[src/rtl/adder_pkg.sv]
// Shared types and sizing helpers for the bit-serial adder.
package adder_pkg;

  // Handshake / sequencing states of the bit-serial adder.
  typedef enum logic [1:0] {
    IDLE = 2'd0,
    BUSY = 2'd1,
    DONE = 2'd2
  } bsa_state_t;

  // Bit counter width: must hold 0..width so the final increment never wraps.
  function automatic int bsa_cnt_width(input int width);
    return $clog2(width + 1);
  endfunction

endpackage

[src/rtl/bit_serial_adder_full_adder.sv]
// Single-bit full-adder cell, the datapath element sequenced by bit_serial_adder.
module Full_Adder (
  input  logic a,
  input  logic b,
  input  logic cin,
  output logic s,
  output logic cout
);

  assign s    = a ^ b ^ cin;
  assign cout = (a & b) | (cin & (a ^ b));

endmodule

[src/rtl/bit_serial_adder.sv]
// Bit-serial add/subtract: one full-adder cell stepped over WIDTH cycles, LSB first,
// with valid/ready handshakes on both the operand and the result side.
module bit_serial_adder
  import adder_pkg::*;
#(
  parameter int WIDTH = 16
) (
  input  logic             clk,
  input  logic             rst,
  input  logic             in_valid,
  output logic             in_ready,
  input  logic [WIDTH-1:0] in_a,
  input  logic [WIDTH-1:0] in_b,
  input  logic             in_sub,
  output logic             out_valid,
  input  logic             out_ready,
  output logic [WIDTH-1:0] out_sum,
  output logic             out_cout,
  output logic             out_ovf
);

  localparam int               CW       = bsa_cnt_width(WIDTH);
  localparam logic [CW-1:0]    CNT_ONE  = CW'(1);
  localparam logic [CW-1:0]    CNT_LAST = CW'(WIDTH - 1);
  localparam logic [WIDTH-1:0] MSB_MASK = WIDTH'(1) << (WIDTH - 1);

  bsa_state_t       state_r;
  bsa_state_t       state_s;
  logic             in_ready_r;
  logic             out_valid_r;
  logic [WIDTH-1:0] a_sr_r;
  logic [WIDTH-1:0] b_sr_r;
  logic [WIDTH-1:0] sum_sr_r;
  logic             carry_r;
  logic [CW-1:0]    cnt_r;
  logic             cout_r;
  logic             ovf_r;
  logic             fa_s_s;
  logic             fa_c_s;
  logic             accept_s;
  logic             last_s;

  // Subtraction needs no separate mode flop: it is folded into the inverted
  // B operand and the initial carry of one, both captured at accept time.
  assign accept_s = in_valid & in_ready_r;
  assign last_s   = (cnt_r == CNT_LAST);

  Full_Adder u_cell (
    .a    (a_sr_r[0]),
    .b    (b_sr_r[0]),
    .cin  (carry_r),
    .s    (fa_s_s),
    .cout (fa_c_s)
  );

  // Next-state decode for the IDLE -> BUSY -> DONE handshake sequence.
  always_comb begin
    state_s = state_r;
    case (state_r)
      IDLE: begin
        if (in_valid) begin
          state_s = BUSY;
        end else begin
          state_s = IDLE;
        end
      end
      BUSY: begin
        if (last_s) begin
          state_s = DONE;
        end else begin
          state_s = BUSY;
        end
      end
      DONE: begin
        if (out_ready) begin
          state_s = IDLE;
        end else begin
          state_s = DONE;
        end
      end
      default: state_s = IDLE;
    endcase
  end

  // State register plus registered handshake flags derived from the next state.
  always_ff @(posedge clk) begin
    if (rst) begin
      state_r     <= IDLE;
      in_ready_r  <= 1'b1;
      out_valid_r <= 1'b0;
    end else begin
      state_r     <= state_s;
      in_ready_r  <= (state_s == IDLE);
      out_valid_r <= (state_s == DONE);
    end
  end

  // Operand capture, per-bit shifting, carry chaining and MSB flag capture.
  always_ff @(posedge clk) begin
    if (rst) begin
      a_sr_r   <= '0;
      b_sr_r   <= '0;
      sum_sr_r <= '0;
      carry_r  <= 1'b0;
      cnt_r    <= '0;
      cout_r   <= 1'b0;
      ovf_r    <= 1'b0;
    end else begin
      case (state_r)
        IDLE: begin
          if (accept_s) begin
            a_sr_r  <= in_a;
            b_sr_r  <= in_b ^ {WIDTH{in_sub}};
            carry_r <= in_sub;
            cnt_r   <= '0;
          end
        end
        BUSY: begin
          sum_sr_r <= (sum_sr_r >> 1'b1) | (fa_s_s ? MSB_MASK : '0);
          a_sr_r   <= a_sr_r >> 1'b1;
          b_sr_r   <= b_sr_r >> 1'b1;
          carry_r  <= fa_c_s;
          cnt_r    <= cnt_r + CNT_ONE;
          if (last_s) begin
            // Signed overflow: carry into the MSB differs from carry out of it.
            ovf_r  <= carry_r ^ fa_c_s;
            cout_r <= fa_c_s;
          end
        end
        DONE: begin
          // Results hold until the consumer takes them.
        end
        default: begin
        end
      endcase
    end
  end

  assign in_ready  = in_ready_r;
  assign out_valid = out_valid_r;
  assign out_sum   = sum_sr_r;
  assign out_cout  = cout_r;
  assign out_ovf   = ovf_r;

endmodule

[config.mk]
export PLATFORM = sky130hd
export DESIGN_NAME = bit_serial_adder
export DESIGN_NICKNAME = d
export VERILOG_FILES = /design/src/rtl/adder_pkg.sv /design/src/rtl/bit_serial_adder_full_adder.sv /design/src/rtl/bit_serial_adder.sv
export SDC_FILE = /design/constraint.sdc
export NUM_CORES = 1
export LEC_CHECK = 0
export ABC_AREA = 1
export BUFFER_PORTS_ARGS = -buffer_cell sky130_fd_sc_hd__buf_2
export CAP_MARGIN = 20
export CORE_ASPECT_RATIO = 0.7
export CORE_MARGIN = 10
export CORE_UTILIZATION = 55
export DETAILED_ROUTE_END_ITERATION = 12
export PLACE_DENSITY = 0.8
export SYNTH_ARGS = -nofsm -noshare
export SYNTH_HDL_FRONTEND = slang
export SYNTH_HIERARCHICAL = 1
export SYNTH_SLANG_ARGS = --single-unit
[constraint.sdc]
create_clock -name clk -period 1.7 [get_ports clk]
set_input_delay 0.17 -clock clk [delete_from_list [all_inputs] [get_ports clk]]
set_output_delay 0.17 -clock clk [all_outputs]
set_load 0.1 [all_outputs]
# Word-level counts from Yosys, hierarchy flattened
# Cells that the tools add are included.
[totals] ram_bits=0 elab_cells=43 output_inout_bits=20 n_memories=0 latch_bits=0 in_bits=37 mem_bits_ro=0 regBits=60
[classes] addsub=1 shifts=0 div=0 n_mul=0 bitwise_logic=9 reduce_logical=5 magnitude_cmp=0 mux=13 n_eq_ne=5
[ops] op="$pmux W16 S2" n=2
[ops] op="$mux W16" n=3
[ops] op="$or A15 B16 Y16" n=1
[ops] op="$xor A16 B16 Y16" n=1
[ops] op="$pmux W5 S2" n=1
[ops] op="$pmux W2 S3" n=1
[ops] op="$add A5 B1 Y5 const B" n=1
[ops] op="$eq A5 B4 Y1 const B" n=1
[ops] op="$mux W5" n=1
[ops] op="$eq A2 B2 Y1 const B" n=2
[ops] op="$logic_not A2 Y1" n=2
[ops] op="$mux W2" n=2
[ops] op="$reduce_and A2 Y1" n=2
[ops] op="$and A1 B1 Y1" n=3
[ops] op="$xor A1 B1 Y1" n=3
[ops] op="$eq A2 B1 Y1 const B" n=1
[ops] op="$mux W1" n=2
[ops] op="$ne A2 B2 Y1 const B" n=1
[ops] op="$pmux W1 S2" n=1
[ops] op="$reduce_bool A2 Y1" n=1
[ops] op="$or A1 B1 Y1" n=1

# Logic depth before layout (Yosys ltp)
# Gate-level depths: netlist of run 1.
[depth] ltp_word=4 depth_mapped=9 mapped_depth_nobuf=9

# Modules after synthesis
# Netlist of run 1, hierarchy kept.
[by_module_without_submodules] mod="bit_serial_adder" cells_each=441 n_inst=1 area_each_um2=2906.5 seq_area_each_um2=1201.2
[by_module_without_submodules] mod="Full_Adder" cells_each=1 n_inst=1 area_each_um2=20.0 seq_area_each_um2=0.0

# Worst setup path after synthesis of run 1
# No wires, ideal clock.
[synth_timing] path_type="register to register" start="register in_ready_r, in the netlist in_ready" end="register a_sr_r[10]" setup_slack_ps=-209 period_less_slack_ps=1909 required_time_ps=1584 setup_ps=116 arrival_time_ps=1793 path_stages_with_launch=9 n_path_buf=1 cell_sequence="dfxtp_1 nand2_1 inv_1 nand2_4 nand2_4 inv_2 buf_4 nor2_1 nor2_1"
[synth_via] elab_chain_len=3
[synth_rtl] element="start, declared" line="bit_serial_adder.sv:29" source="logic in_ready_r;"
[synth_rtl] element="start signal, assigned" line="bit_serial_adder.sv:93" source="in_ready_r <= (state_s == IDLE);"
[synth_rtl] element="$and A1 B1 Y1" line="bit_serial_adder.sv:45" source="assign accept_s = in_valid & in_ready_r;"
[synth_rtl] element="$ne A2 B2 Y1 (no line)"
[synth_rtl] element="$reduce_and A2 Y1 (no line)"
[synth_rtl] element="end signal, assigned" line="bit_serial_adder.sv:112" source="a_sr_r <= in_a;"
[synth_rtl] element="end signal, assigned" line="bit_serial_adder.sv:120" source="a_sr_r <= a_sr_r >> 1'b1;"
[synth_rtl] element="end, declared" line="bit_serial_adder.sv:31" source="logic [WIDTH-1:0] a_sr_r;"
# Every way passes these cells.
# A chain may end at the register's enable or synchronous reset.

# Worst setup path after layout of run 1
[layout_timing] start="register cnt_r[0]" end="register in_ready_r, in the netlist in_ready"
[layout_via] elab_chain_len=4
[layout_rtl] element="start, declared" line="bit_serial_adder.sv:35" source="logic [CW-1:0] cnt_r;"
[layout_rtl] element="start signal, assigned" line="bit_serial_adder.sv:123" source="cnt_r <= cnt_r + CNT_ONE;"
[layout_rtl] element="$eq A5 B4 Y1" line="bit_serial_adder.sv:46" source="assign last_s = (cnt_r == CNT_LAST);"
[layout_rtl] element="$mux W2" line="bit_serial_adder.sv:68" source="if (last_s) begin"
[layout_rtl] element="$pmux W2 S3" line="bit_serial_adder.sv:59" source="case (state_r)"
[layout_rtl] element="$logic_not A2 Y1" line="bit_serial_adder.sv:93"
# Every way passes these cells.

==> results.md, run 1 <==
- The class of the tightest hold or removal check is input port to flip-flop.
- TritonCTS built the clock tree.
- Across the whole layout, storage elements account for 0.00120 mm2.
- The number of fill cells is 490.
- The final worst-path cycle share is 0.873.
- Summed over all failing endpoints, the final setup total negative slack is 0 ps.
- For this run, the number of Yosys warnings is 6.
- The count of port buffers added during placement is 56.
- The category of the critical setup timing path is flip-flop to flip-flop.
- In this run, post-CTS repair resized a total of 0 instances.
- The violation count after the first detailed-route iteration is between 100 and 150.
- Entering global routing, the biggest net connects 49 pins.
- The area of the mapped netlist is between 0.002 and 0.003 mm2.
- The flow ran to the end, and the final reports show no timing, DRC or antenna violations.
- The net count after synthesis is between 400 and 500.
- Buffers inserted during clock tree synthesis total 9.
- The number of global-route vias before repair is 2643.
- The number of enable-type register cells in the synthesized netlist is 0.
- The most frequent cell after synthesis is sky130_fd_sc_hd__nand2_1.
- The transition time at the pin with the least slew margin is between 400 and 500 ps.
- The routed design uses between 3000 and 4000 um of met2 wire.
- The relative max-transition margin is 0.672.
- STA puts the critical path data required time at just under 2000 ps.
- The total of endpoints with negative setup slack in the final report is 0.
- Clock-pin slew was measured on the worst setup and hold paths at about 70 ps.
- The number of nets still failing antenna checks after routing is 0.
- Detailed placement ended at an HPWL of between 4000 and 5000 um.
- The post-CTS setup buffer count is 0.
- The routed wirelength normalized by instance count is around 12 um.
- The H-tree was split into 3 levels.
- Of all cell types, the one taking the most synthesized area is sky130_fd_sc_hd__dfxtp_1.
- Counting along the longest clock path gives a buffer depth of 2.
- The number of antenna violations at the first check in global routing is 0.
- Overall power consumption after layout is estimated at between 0.003 and 0.004 W.
- For the worst setup path, the data arrival time is 1720 ps.
- The die is 107 um wide.
- STA classifies the critical path startpoint as a flip-flop.
- The gate count after technology mapping is 442.
- The fraction of registers with async set/reset is 0.
- Sorting the synthesized cells by how often they occur yields sky130_fd_sc_hd__nand2_1 (138), sky130_fd_sc_hd__nor2_1 (68), sky130_fd_sc_hd__dfxtp_1 (60), sky130_fd_sc_hd__nand3_1 (48), sky130_fd_sc_hd__inv_1 (36).
- The footprint of the multi-input gates is around 0.0014 mm2.
- In this run the worst path has a maximum fanout of 4.
- The count of pins on the block boundary is 57.
- After synthesis, the netlist uses 25 different library cells.
- Dividing total power by cell area gives a power density of 1070 mW/mm2.
- The number of endpoints with negative hold slack in the final report came to 0.
- For this run the aggregate overflow at the end of global routing stands at 0.
- VDD sags by at most 729 uV.
- The full die area is 0.00869 mm2.
- In the post-synthesis netlist, the biggest area contributors are sky130_fd_sc_hd__dfxtp_1 (41%), sky130_fd_sc_hd__nand2_1 (18%), sky130_fd_sc_hd__nor2_1 (8.7%).
- The worst setup skew after layout is between 8 and 9 ps.
- The area share of the largest cell type after synthesis is 0.410.
- The worst path needs roughly 1500 ps of the cycle, external delays included.
- In this run the clock root is driven by a sky130_fd_sc_hd__clkbuf_8.
- The total track usage is 0.163.
- In the final layout, the share of cells above drive strength 1 is 0.182.
- Static timing analysis puts the maximum clock frequency at 674 MHz.
- The most frequently used flop master after synthesis is sky130_fd_sc_hd__dfxtp_1.
- The number of slew-limit violations in the final report came to 0.
- The via count of the routed design is around 2700.
- Using the TritonRoute via totals, the vias-per-cell ratio works out to approximately 4.8.
- The post-synthesis sequential element count is 60.
- From synthesis to final layout, the design area changed by 16.2%.
- The max-capacitance violation count is 0.
- The number of antenna repair diodes is 0.
- Buffers inserted to repair hold after CTS numbered 0.
- After detailed routing, the number of remaining DRC violations is 0.
- The share of synthesized area occupied by flip-flops and latches is 0.410.
- The endpoint class of the critical path is a flip-flop.
- The clock network latency to the later pin of the worst-skew pair is 340 ps.
- The floorplan core area is approximately 0.0052 mm2.
- The number of iterations in the first detailed-routing pass is 4.
- The highest layer touched by signal routing is met4.
- The global-route wire length before repair is about 12000 um.
- After detailed routing, the total wire length is ~6800 um.
- CTS saw 60 sinks.
- The routability congestion estimate from global placement is around 0.8.
- For this run, the post-layout net count is 529.
- The effective utilization at floorplan is 0.563.
- The total met3 wirelength after detailed routing is 561 um.
- Setup repair after global routing left no endpoint under its margin.
- The initialized floorplan defines 22 standard-cell rows.
- The y dimension of the die is between 80 and 90 um.
- The mean area per synthesized cell is between 6 and 7 um2.
- The detailed router put a total of 3020 um of wire on met1.
- Summed over all cells, the static leakage comes to about 1.8 nW.
-- cells in the final DEF, fill, tap and decap left out, types with 2 or more instances in the layout --
cell,count
sky130_fd_sc_hd__nand2_1,138
sky130_fd_sc_hd__nor2_1,68
sky130_fd_sc_hd__dfxtp_1,59
sky130_fd_sc_hd__buf_2,56
sky130_fd_sc_hd__nand3_1,48
sky130_fd_sc_hd__inv_1,36
sky130_fd_sc_hd__o21ai_0,34
sky130_fd_sc_hd__a21oi_1,11
sky130_fd_sc_hd__clkbuf_8,10
sky130_fd_sc_hd__inv_2,5
sky130_fd_sc_hd__nand2_4,3
sky130_fd_sc_hd__buf_12,3
sky130_fd_sc_hd__buf_4,3
sky130_fd_sc_hd__nor2_4,2
sky130_fd_sc_hd__ha_1,2
sky130_fd_sc_hd__clkinv_2,2
sky130_fd_sc_hd__clkbuf_1,2
-- routing by layer --
layer | vias to the layer above | global-route usage
met4 | 0 | 0.0404
met1 | 1195 | 0.189
met3 | 11 | 0.0791
met2 | 73 | 0.268
li1 | 1465 | -
met5 | - | 0
-- state kept, by name, summed over array words and instances (netlist names) --
register / count
a_sr_r: 16
b_sr_r: 16
carry_r: 1
cnt_r: 5
in_ready: 1
out_cout: 1
out_ovf: 1
out_sum: 16
out_valid: 1
state_r: 2
-- report_power, final --
group	switching, W	internal [W]
Clock	0.000538	0.000715
Combinational	0.000584	0.000217
Sequential	0.0000668	0.00152
-- critical path, stage by stage, from the launching register on --
cell,delay (ps)
sky130_fd_sc_hd__dfxtp_1,390
sky130_fd_sc_hd__ha_1,200
sky130_fd_sc_hd__nand2_1,70
sky130_fd_sc_hd__nor2_1,90
sky130_fd_sc_hd__ha_1,140
sky130_fd_sc_hd__inv_1,80
sky130_fd_sc_hd__nor2_4,150
sky130_fd_sc_hd__inv_2,70
sky130_fd_sc_hd__a21oi_2,130
sky130_fd_sc_hd__nor2_1,50
-- cells by family after synthesis --
| logic type | synth area share |
|---|---|
| compound gates | 0.0817 |
| xor+xnor | 0.00599 |
| simple gates | 0.375 |
| flops | 0.410 |
| buf+inv | 0.112 |
| fa+ha+maj | 0.0154 |
-- layout make-up --
| class | count | area share |
|---|---|---|
| clock inverter | 4 | 0.0143 |
| sequential | 60 | 0.354 |
| tap | 72 | 0.0265 |
| multi-input combinational | 315 | 0.411 |
| timing repair buffer | 62 | 0.107 |
| clock buffer | 12 | 0.0427 |
| inverter | 41 | 0.0453 |
-- final timing paths --
kind         startpoint          to  slack, ps  cells past startpoint
max            cnt_r[0]    in_ready        220                      9
min            in_a[15]  a_sr_r[15]         90                      3
max reg2reg    cnt_r[0]    in_ready        220                      9
min reg2reg  a_sr_r[15]  a_sr_r[15]        460                      2
-- stage by stage --
stage | worst slack (ps) | cell area [um2] | util | hold WS (ps) | instances
2_1_floorplan | 150 | 2930 | - | 317 | 442
3_3_place_gp | 292 | 3210 | 0.616 | 432 | 550
3_5_place_dp | 223 | 3210 | 0.616 | 439 | 550
4_1_cts | 192 | 3400 | 0.654 | 76.7 | 566
5_1_grt | 62.3 | 3400 | 0.654 | 75.7 | 566
6_report | 215 | 3400 | 0.654 | 89.9 | 566
Power figures use the tool's default switching activity.
==> run 2, diff against run 1 <==
--- a/config.mk
+++ b/config.mk
@@ -5,14 +5,13 @@
 export SDC_FILE = /design/constraint.sdc
 export NUM_CORES = 1
 export LEC_CHECK = 0
-export ABC_AREA = 1
 export BUFFER_PORTS_ARGS = -buffer_cell sky130_fd_sc_hd__buf_2
 export CAP_MARGIN = 20
 export CORE_ASPECT_RATIO = 0.7
 export CORE_MARGIN = 10
-export CORE_UTILIZATION = 55
+export CORE_UTILIZATION = 54
 export DETAILED_ROUTE_END_ITERATION = 12
-export PLACE_DENSITY = 0.8
+export PLACE_DENSITY = 0.79
 export SYNTH_ARGS = -nofsm -noshare
 export SYNTH_HDL_FRONTEND = slang
 export SYNTH_HIERARCHICAL = 1
==> constraint.sdc (replaced) <==
create_clock -name clk -period 1.7 [get_ports clk]
set_input_delay 0.085 -clock clk [delete_from_list [all_inputs] [get_ports clk]]
set_output_delay 0.085 -clock clk [all_outputs]
set_load 0.1 [all_outputs]
==> run 2 against run 1 <==
  * Combinational power decreased by 39%
  * Largest cell class unchanged
  * Highest routed layer unchanged
  * Sequential power decreased by 3%
  * Cell count decreased by 23%
  * Critical path type unchanged
  * Critical path depth decreased by 5
  * Clock power about the same
  * Non-clock buffer count increased by 5
==> results.md, run 2 <==
- Fill cells in the final layout number 410.
- The area share of the largest cell type after synthesis is 0.455.
- The power per unit of standard cell area is around 1000 mW/mm2.
- The clock net in this run drives a total of 60 sinks.
- The synthesized netlist occupies a cell area of 0.00264 mm2.
- The worst setup path is of the flip-flop to flip-flop kind.
- For this configuration, the core starts out at a cell density of 0.555.
- TritonCTS built the clock tree.
- 0 antenna diodes ended up in the layout.
- STA classifies the critical path endpoint as a flip-flop.
- The final worst-path cycle share is 0.925.
- The placed wire-length estimate after detailed placement is 4180 um.
- The cell at the slowest stage of the critical path is sky130_fd_sc_hd__dfxtp_1.
- The post-route cell area is around 0.0032 mm2.
- The summed negative setup slack over all endpoints is 0 ps.
- The gate count after technology mapping is roughly 310.
- The register-to-register setup slack is about 130 ps.
- The via count of the routed design is 2350.
- In the final layout, the multi-input gates occupy approximately 0.0013 mm2.
- The final period demand of the worst path is between 1500 and 2000 ps.
- The required time at the worst-slack endpoint is 1940 ps.
- The largest delay contributor family on the critical path is flip-flops.
- The mean area per synthesized cell is 8.49 um2.
- The cell accounting for the most synthesized area is sky130_fd_sc_hd__dfxtp_1.
- Of all nets on the critical path, the largest fanout is 56.
- The cell area reported after detailed placement is between 0.002 and 0.003 mm2.
- The kind of start point of the critical path is a flip-flop.
- The later pin in the worst-skew pair is clocked with a latency of approximately 350 ps.
- Ranked by total cell area, the synthesized netlist is headed by sky130_fd_sc_hd__dfxtp_1 (45%), sky130_fd_sc_hd__nand2_1 (9.5%), sky130_fd_sc_hd__a21oi_1 (7.4%).
- In the layout the commonest cells are sky130_fd_sc_hd__nand2_1 (67), sky130_fd_sc_hd__dfxtp_1 (59), sky130_fd_sc_hd__buf_2 (56).
- Across the run, the number of max-cap violations was 0.
- The number of cells traversed by the worst register-to-register path is 4.
- Clock-pin slew was measured on the worst setup and hold paths at ~70 ps.
- The signed area change from the synthesized netlist to the final layout is 19.7%.
- The via density per instance is between 5 and 6.
- The H-tree was split into 3 levels.
- The horizontal die dimension is just over 100 um.
- The number of enable-type register cells in the synthesized netlist is 0.
- The die covers between 0.008 and 0.009 mm2.
- The number of global-route vias before repair is 2209.
- Of the cells placed in the final design, the portion with a size suffix greater than 1 is 0.239.
- At the worst endpoint, the arrival time is 1810 ps.
- After synthesis, the share of flip-flops with an asynchronous set or reset is 0.
- The number of nets still failing antenna checks after routing is 0.
- Measured against its own limit, the worst slew margin works out to 0.675.
- The leakage power figure is between 1 and 1.5 nW.
- The number of slew-limit violations in the final report came to 0.
- The floorplan core area is approximately 0.0048 mm2.
- The first global-routing pass estimated 10700 um of wire.
- The number of endpoints with negative hold slack in the final report is 0.
- The routability congestion estimate from global placement is between 0.7 and 0.8.
- Setup repair after global routing left no endpoint under its margin.
- After detailed routing, the number of remaining DRC violations is 0.
- The y dimension of the die is slightly below 80 um.
- The register cell area after layout is around 0.0012 mm2.
- Setup violations remaining at the end of the flow were counted as 0.
- The net count of the finished layout is approximately 400.
- The net count after synthesis is between 300 and 400.
- The most common cell after layout, fill and taps aside is sky130_fd_sc_hd__nand2_1.
- In the global route stage, overall resource usage came out at 0.157.
- The total detailed-routing wirelength is around 6100 um.
- The count of cell types in the netlist is 33.
- The worst setup skew after layout is roughly 7.6 ps.
- On the worst path, the slowest cell contributes a delay of 540 ps.
- The number of buffers added by the clock tree synthesis step is 9.
- The post-synthesis sequential element count is 60.
- In this run the clock root is driven by a sky130_fd_sc_hd__clkbuf_8.
- The global route total overflow is 0.
- The flow ran to the end, and the final reports show no timing, DRC or antenna violations.
- Walking the worst path, the cells encountered are nor2b_4, buf_12, nand2_1, a311oi_1.
- VDD sags by at most 638 uV.
- After global routing, the most crowded layer is met2.
- The warning count from the yosys run is 6.
- The commonest cells after synthesis are sky130_fd_sc_hd__nand2_1 (67), sky130_fd_sc_hd__dfxtp_1 (60), sky130_fd_sc_hd__a21oi_1 (39), sky130_fd_sc_hd__nand3_1 (24), sky130_fd_sc_hd__nor3_1 (17).
- The class of the tightest hold or removal check is input port to flip-flop.
- Pin placement for this block handled between 50 and 60 I/O pins.
- The routed wirelength normalized by instance count is around 14 um.
- The share of synthesized area occupied by flip-flops and latches is 0.455.
- For met3 alone, demand over resource in global routing was 0.0636.
- Counting buffers and inverters, the worst setup path is 4 cells deep.
- The floorplan has 21 rows.
- At the pin with the least slew margin, the transition time is between 400 and 500 ps.
- The count of port buffers added during placement is 56.
- The met2 usage is 0.222.
- The highest achievable clock rate is approximately 640 MHz.
- The largest net degree at the start of global routing is between 50 and 60.
- For this run, global-route usage on met1 was measured as 0.207.
- Along the worst hold path, the cell count comes to 3.
- The buffering stage count on the worst path with inverters included is 1.
- For this run, the detailed router's first-pass iteration total came to 4.
- The number of antenna violations at the first check in global routing is 0.
- Counting along the longest clock path gives a buffer depth of 2.
- In this run, the number of DRC markers left after iteration 0 of detailed routing was ~130.
- The most frequently used flop master after synthesis is sky130_fd_sc_hd__dfxtp_1.
- sky130_fd_sc_hd__nand2_1 is the most common cell in the netlist.
[run 2: cell count changes after synthesis, moves of 5 or more]
cell,delta
sky130_fd_sc_hd__nand2_1,-71
sky130_fd_sc_hd__nor2_1,-66
sky130_fd_sc_hd__inv_1,-35
sky130_fd_sc_hd__o21ai_0,-33
sky130_fd_sc_hd__a21oi_1,+28
sky130_fd_sc_hd__nand3_1,-24
sky130_fd_sc_hd__nor3_1,+17
sky130_fd_sc_hd__a311oi_1,+16
sky130_fd_sc_hd__a22oi_1,+15
sky130_fd_sc_hd__xor2_1,+15
sky130_fd_sc_hd__buf_2,+5
sky130_fd_sc_hd__inv_2,-5
sky130_fd_sc_hd__nand2b_1,+5
[run 2: area by class of cell]
cell class,instances,share of cell area
flip-flops and latches,60,0.381
clock inverters,5,0.0166
multi-input cells,220,0.405
well taps,69,0.0273
inverters,1,0.00119
repair buffers,67,0.128
clock buffers,11,0.0416
[run 2: cell families (layout without fill, tap and decap cells)]
family          Yosys count  after routing  share of synthesized area
simple gates            125            125                      0.218
xor+xnor                 17             17                     0.0564
mux                       1              1                    0.00379
compound gates           74             74                      0.182
fa+ha+maj                 3              3                     0.0171
flops                    60             60                      0.455
buf+inv                  31             84                     0.0678
[run 2: metal layers]
metal | up-vias | wire length [um]
met5 | - | 0
met4 | 0 | 87
met3 | 10 | 407
met2 | 78 | 2710
met1 | 1076 | 2930
li1 | 1186 | -
[run 2: final timing paths]
check                                 from          to
worst max-delay path            state_r[0]     carry_r
worst min-delay path              in_a[10]  a_sr_r[10]
worst max register to register  state_r[0]     carry_r
worst min register to register     out_ovf     out_ovf
[run 2: through the flow]
step	hold WS [ps]	setup WS, ps	util	total power [W]	std cells
after floorplan	252	188	-	0.00194	311
after global placement	363	211	0.621	0.00205	416
after detailed placement	366	78.5	0.621	0.00206	416
after CTS	2.10	64.3	0.662	0.00328	433
after global routing	7.25	24.3	0.664	0.00341	433
final	6.47	128	0.664	0.00326	433
[run 2: where the power goes]
part / total (W) / internal, W / switching (W) / leakage [nW]
clock: 0.00122 / 0.000669 / 0.000556 / 0.0931
sequential: 0.00155 / 0.00149 / 0.0000560 / 0.490
combinational: 0.000489 / 0.000192 / 0.000297 / 0.666
total: 0.00326 / 0.00236 / 0.000908 / 1.25
[run 2: repair_timing]
item,4_1_cts,5_1_grt
endpoints found under the setup margin,0,3
buffers inserted,0,0
gates resized for setup,0,2
hold endpoints to repair,1,0
hold buffers,1,0
[run 2: worst reg2reg max path, cell delays in order, from the launching register on]
cell	delay, ps
sky130_fd_sc_hd__dfxtp_1	540
sky130_fd_sc_hd__nor2b_4	250
sky130_fd_sc_hd__buf_12	240
sky130_fd_sc_hd__nand2_1	120
sky130_fd_sc_hd__a311oi_1	310
==> run 3, diff against run 2 <==
--- a/config.mk
+++ b/config.mk
@@ -5,13 +5,14 @@
 export SDC_FILE = /design/constraint.sdc
 export NUM_CORES = 1
 export LEC_CHECK = 0
+export ABC_AREA = 1
 export BUFFER_PORTS_ARGS = -buffer_cell sky130_fd_sc_hd__buf_2
 export CAP_MARGIN = 20
 export CORE_ASPECT_RATIO = 0.7
 export CORE_MARGIN = 10
-export CORE_UTILIZATION = 54
+export CORE_UTILIZATION = 55
 export DETAILED_ROUTE_END_ITERATION = 12
-export PLACE_DENSITY = 0.79
+export PLACE_DENSITY = 0.8
 export SYNTH_ARGS = -nofsm -noshare
 export SYNTH_HDL_FRONTEND = slang
 export SYNTH_HIERARCHICAL = 1
==> run 3 against run 2 <==
  * Combinational power rose by 62%
  * Largest cell class unchanged
  * Die area rose by 6.8%
  * Highest routed layer unchanged
  * Fmax rose by 6.5%
  * Largest power group unchanged
==> results.md, run 3 (same netlist as run 1, synthesis figures left out) <==
- The final period demand of the worst path is around 1500 ps.
- Routability-driven placement finished with a final weighted congestion of around 0.81.
- The total track usage is 0.156.
- Across the run, the number of max-cap violations was 0.
- The global route total overflow is 0.
- Counting every sink on the clock net gives 60.
- The launch instance of the worst register-to-register path is state_r[0].
- The buffering stage count on the worst path with inverters included is 1.
- The startpoint identified for the worst hold timing path is in_valid.
- IR analysis of the VDD net gives a maximum drop of between 600 and 700 uV.
- The analysis attributes to cell leakage a power of between 1.5 and 2 nW.
- After detailed routing, the average wire length per cell comes to roughly 11 um.
- The largest delay contributor family on the critical path is simple AND/OR/NAND/NOR gates.
- The DRC violation count after routing is 0.
- The ratio of cells with drive above 1 in the final layout is 0.185.
- Traced cell by cell, the critical path runs through nor2_2, nand2_4, nand2_4, inv_2, nand2_1, a21oi_1.
- The number of cells on the worst hold path is 3.
- Clock tree synthesis selected as its root buffer the cell sky130_fd_sc_hd__clkbuf_8.
- The power share of the clock group is 0.314.
- The total area inside the core boundary comes to about 0.0052 mm2.
- After routing the design area is 0.00337 mm2.
- For this block, the initial DRC count from the detailed router was ~110.
- The number of antenna diodes in the final layout is 0.
- STA classifies the critical path startpoint as a flip-flop.
- The placed wire-length estimate after detailed placement is between 4000 and 5000 um.
- In the final design database the tool counted about 530 nets.
- The required time at the worst-slack endpoint is between 1500 and 2000 ps.
- In the final layout, flip-flops and latches occupy 0.00120 mm2.
- After the flow finishes, the layout carries non-filler instances totaling about 570.
- The slowest stage of the critical path is the sky130_fd_sc_hd__dfxtp_1 cell.
- In this run the post-CTS setup repair buffer count came out at 0.
- The multi-input combinational cells in the finished layout cover a total of 0.00140 mm2.
- The most frequent cell on the critical path is sky130_fd_sc_hd__nand2_4.
- The count of pins on the block boundary is 57.
- The full die area is just under 0.009 mm2.
- The y dimension of the die is 81.0 um.
- From synthesis to final layout, the design area changed by 15.1%.
- The horizontal die dimension is ~110 um.
- The analysis attributes to net switching a power of around 0.0012 W.
- The number of hold buffers added after CTS was 1.
- The cell area reported after detailed placement is between 0.003 and 0.004 mm2.
- The number of gates resized after CTS is 0.
- The combinational power share is 0.228.
- The capture point of the worst reg-to-reg path is b_sr_r[15].
- Input and output buffers added on the ports amount to 56.
- The category of the critical setup timing path is flip-flop to flip-flop.
- The largest net degree at the start of global routing is 36.
- The maximum buffer depth of the clock tree is 2.
- The endpoint of the worst hold path is state_r[0].
- Adding up every negative setup slack in the final design gives 0 ps.
- The total detailed-routing wirelength is ~6500 um.
- The placed cell count is 551.
- The initial utilization of the core area, before any placement, comes to 0.563.
- The delay contributed by the slowest stage of the critical path is about 430 ps.
- The final worst-path cycle share is 0.869.
- The clock arrives with approximately 5.4 ps of skew.
- The design internal power is ~0.0023 W.
- Data on the critical path arrives at its endpoint at 1750 ps.
- Leaving out fill and tap cells, the most frequent cells in the layout are sky130_fd_sc_hd__nand2_1 (138), sky130_fd_sc_hd__nor2_1 (68), sky130_fd_sc_hd__dfxtp_1 (59).
- Of the total power, registers draw 0.457.
- The number of slew-limit violations in the final report is 0.
- Setup violations remaining at the end of the flow were counted as 0.
- The global-route wire length before repair is ~11000 um.
- STA classifies the critical path endpoint as a flip-flop.
- The CTS tree is built.
- The number of antenna violations at the first check in global routing is 0.
- Setup repair after global routing left no endpoint under its margin.
- The number of buffers added by the clock tree synthesis step is 9.
- For the pin with the worst max-slew slack, the measured transition is between 500 and 600 ps.
- In this run the core area contains 22 standard-cell rows.
- The total design power is 0.00347 W.
- The number of nets still failing antenna checks after routing is 0.
- The clock-pin slew on the worst setup and hold paths is around 70 ps.
- The H-tree generated during clock tree synthesis spans 3 levels.
- The power per unit of standard cell area is roughly 1000 mW/mm2.
- The critical-path maximum fanout is 21.
- Of the total power, the share spent switching nets is 0.341.
- The number of cells traversed by the worst register-to-register path is 6.
- The routed layout has ~2800 vias.
- Using the TritonRoute via totals, the vias-per-cell ratio works out to roughly 4.9.
- The clock network latency to the later pin of the worst-skew pair is 340 ps.
- The class of the tightest hold or removal check is input port to flip-flop.
- The number of endpoints with negative hold slack in the final report is 0.
- The flow ran to the end, and the final reports show no timing, DRC or antenna violations.
- Headroom to the max-slew limit came out at 0.668.
- The worst register-to-register path has a setup slack of between 200 and 250 ps.
- The number of fill cells is about 470.
- The most common cell after layout, fill and taps aside is sky130_fd_sc_hd__nand2_1.
- The number of global-route vias before repair was roughly 2500.
- The number of iterations in the first detailed-routing pass is 5.
- The highest achievable clock rate is around 680 MHz.
==> run 3: cell count changes in the layout (fill, tap and decap cells not counted), sizes merged, moves of 17 or more <==
cell	previous run	this run
a21oi	39	12
inv	1	41
nand3	24	48
nor3	17	0
nor2	2	71
o21ai	1	35
nand2	68	141
==> run 3: worst max path at each step <==
| stage | start | end | slack, ps | cells past startpoint |
|---|---|---|---|---|
| after CTS | state_r[0] | b_sr_r[15] | 220 | 6 |
| after global routing | in_ready | b_sr_r[15] | 60 | 7 |
| after floorplan | in_ready | a_sr_r[10] | 150 | 8 |
| after global placement | in_ready | cnt_r[1] | 280 | 7 |
| after detailed placement | state_r[0] | b_sr_r[15] | 240 | 6 |
| final | state_r[0] | b_sr_r[15] | 220 | 6 |
==> run 3: metrics by stage <==
stage / hold WS (ps) / util / setup slack (ps)
finish: 33.8 / 0.647 / 223
global route: 19.4 / 0.647 / 63.9
CTS: 20.7 / 0.647 / 217
detailed placement: 354 / 0.613 / 235
global placement: 347 / 0.613 / 284
floorplan: 232 / - / 150
==> run 3: area by class of cell <==
cell class	count	share of cell area
Inverter	41	0.0457
Timing Repair Buffer	64	0.105
Multi-Input combinational cell	315	0.415
Sequential cell	60	0.357
Clock buffer	11	0.0420
Tap cell	72	0.0267
Clock inverter	5	0.00817
==> run 3: per-layer routing <==
layer,up-vias,GRT usage,part of all wire
met2,75,0.237,0.42
li1,1468,-,-
met3,8,0.0862,0.098
met4,0,0.0606,0.010
met1,1206,0.181,0.47
met5,-,0,0
==> run 3: tightest hold or removal path: stages <==
cell,delay (ps)
sky130_fd_sc_hd__buf_2,110
sky130_fd_sc_hd__nand2_1,50
sky130_fd_sc_hd__a21oi_1,70
==> run 3: power by group through the flow <==
stage	registers (W)	logic [W]	clock network, W
2_1_floorplan	0.00185	0.000409	0
3_3_place_gp	0.00161	0.000778	0
3_5_place_dp	0.00161	0.000792	0
4_1_cts	0.00158	0.000796	0.00112
5_1_grt	0.00160	0.000879	0.00118
6_report	0.00159	0.000791	0.00109
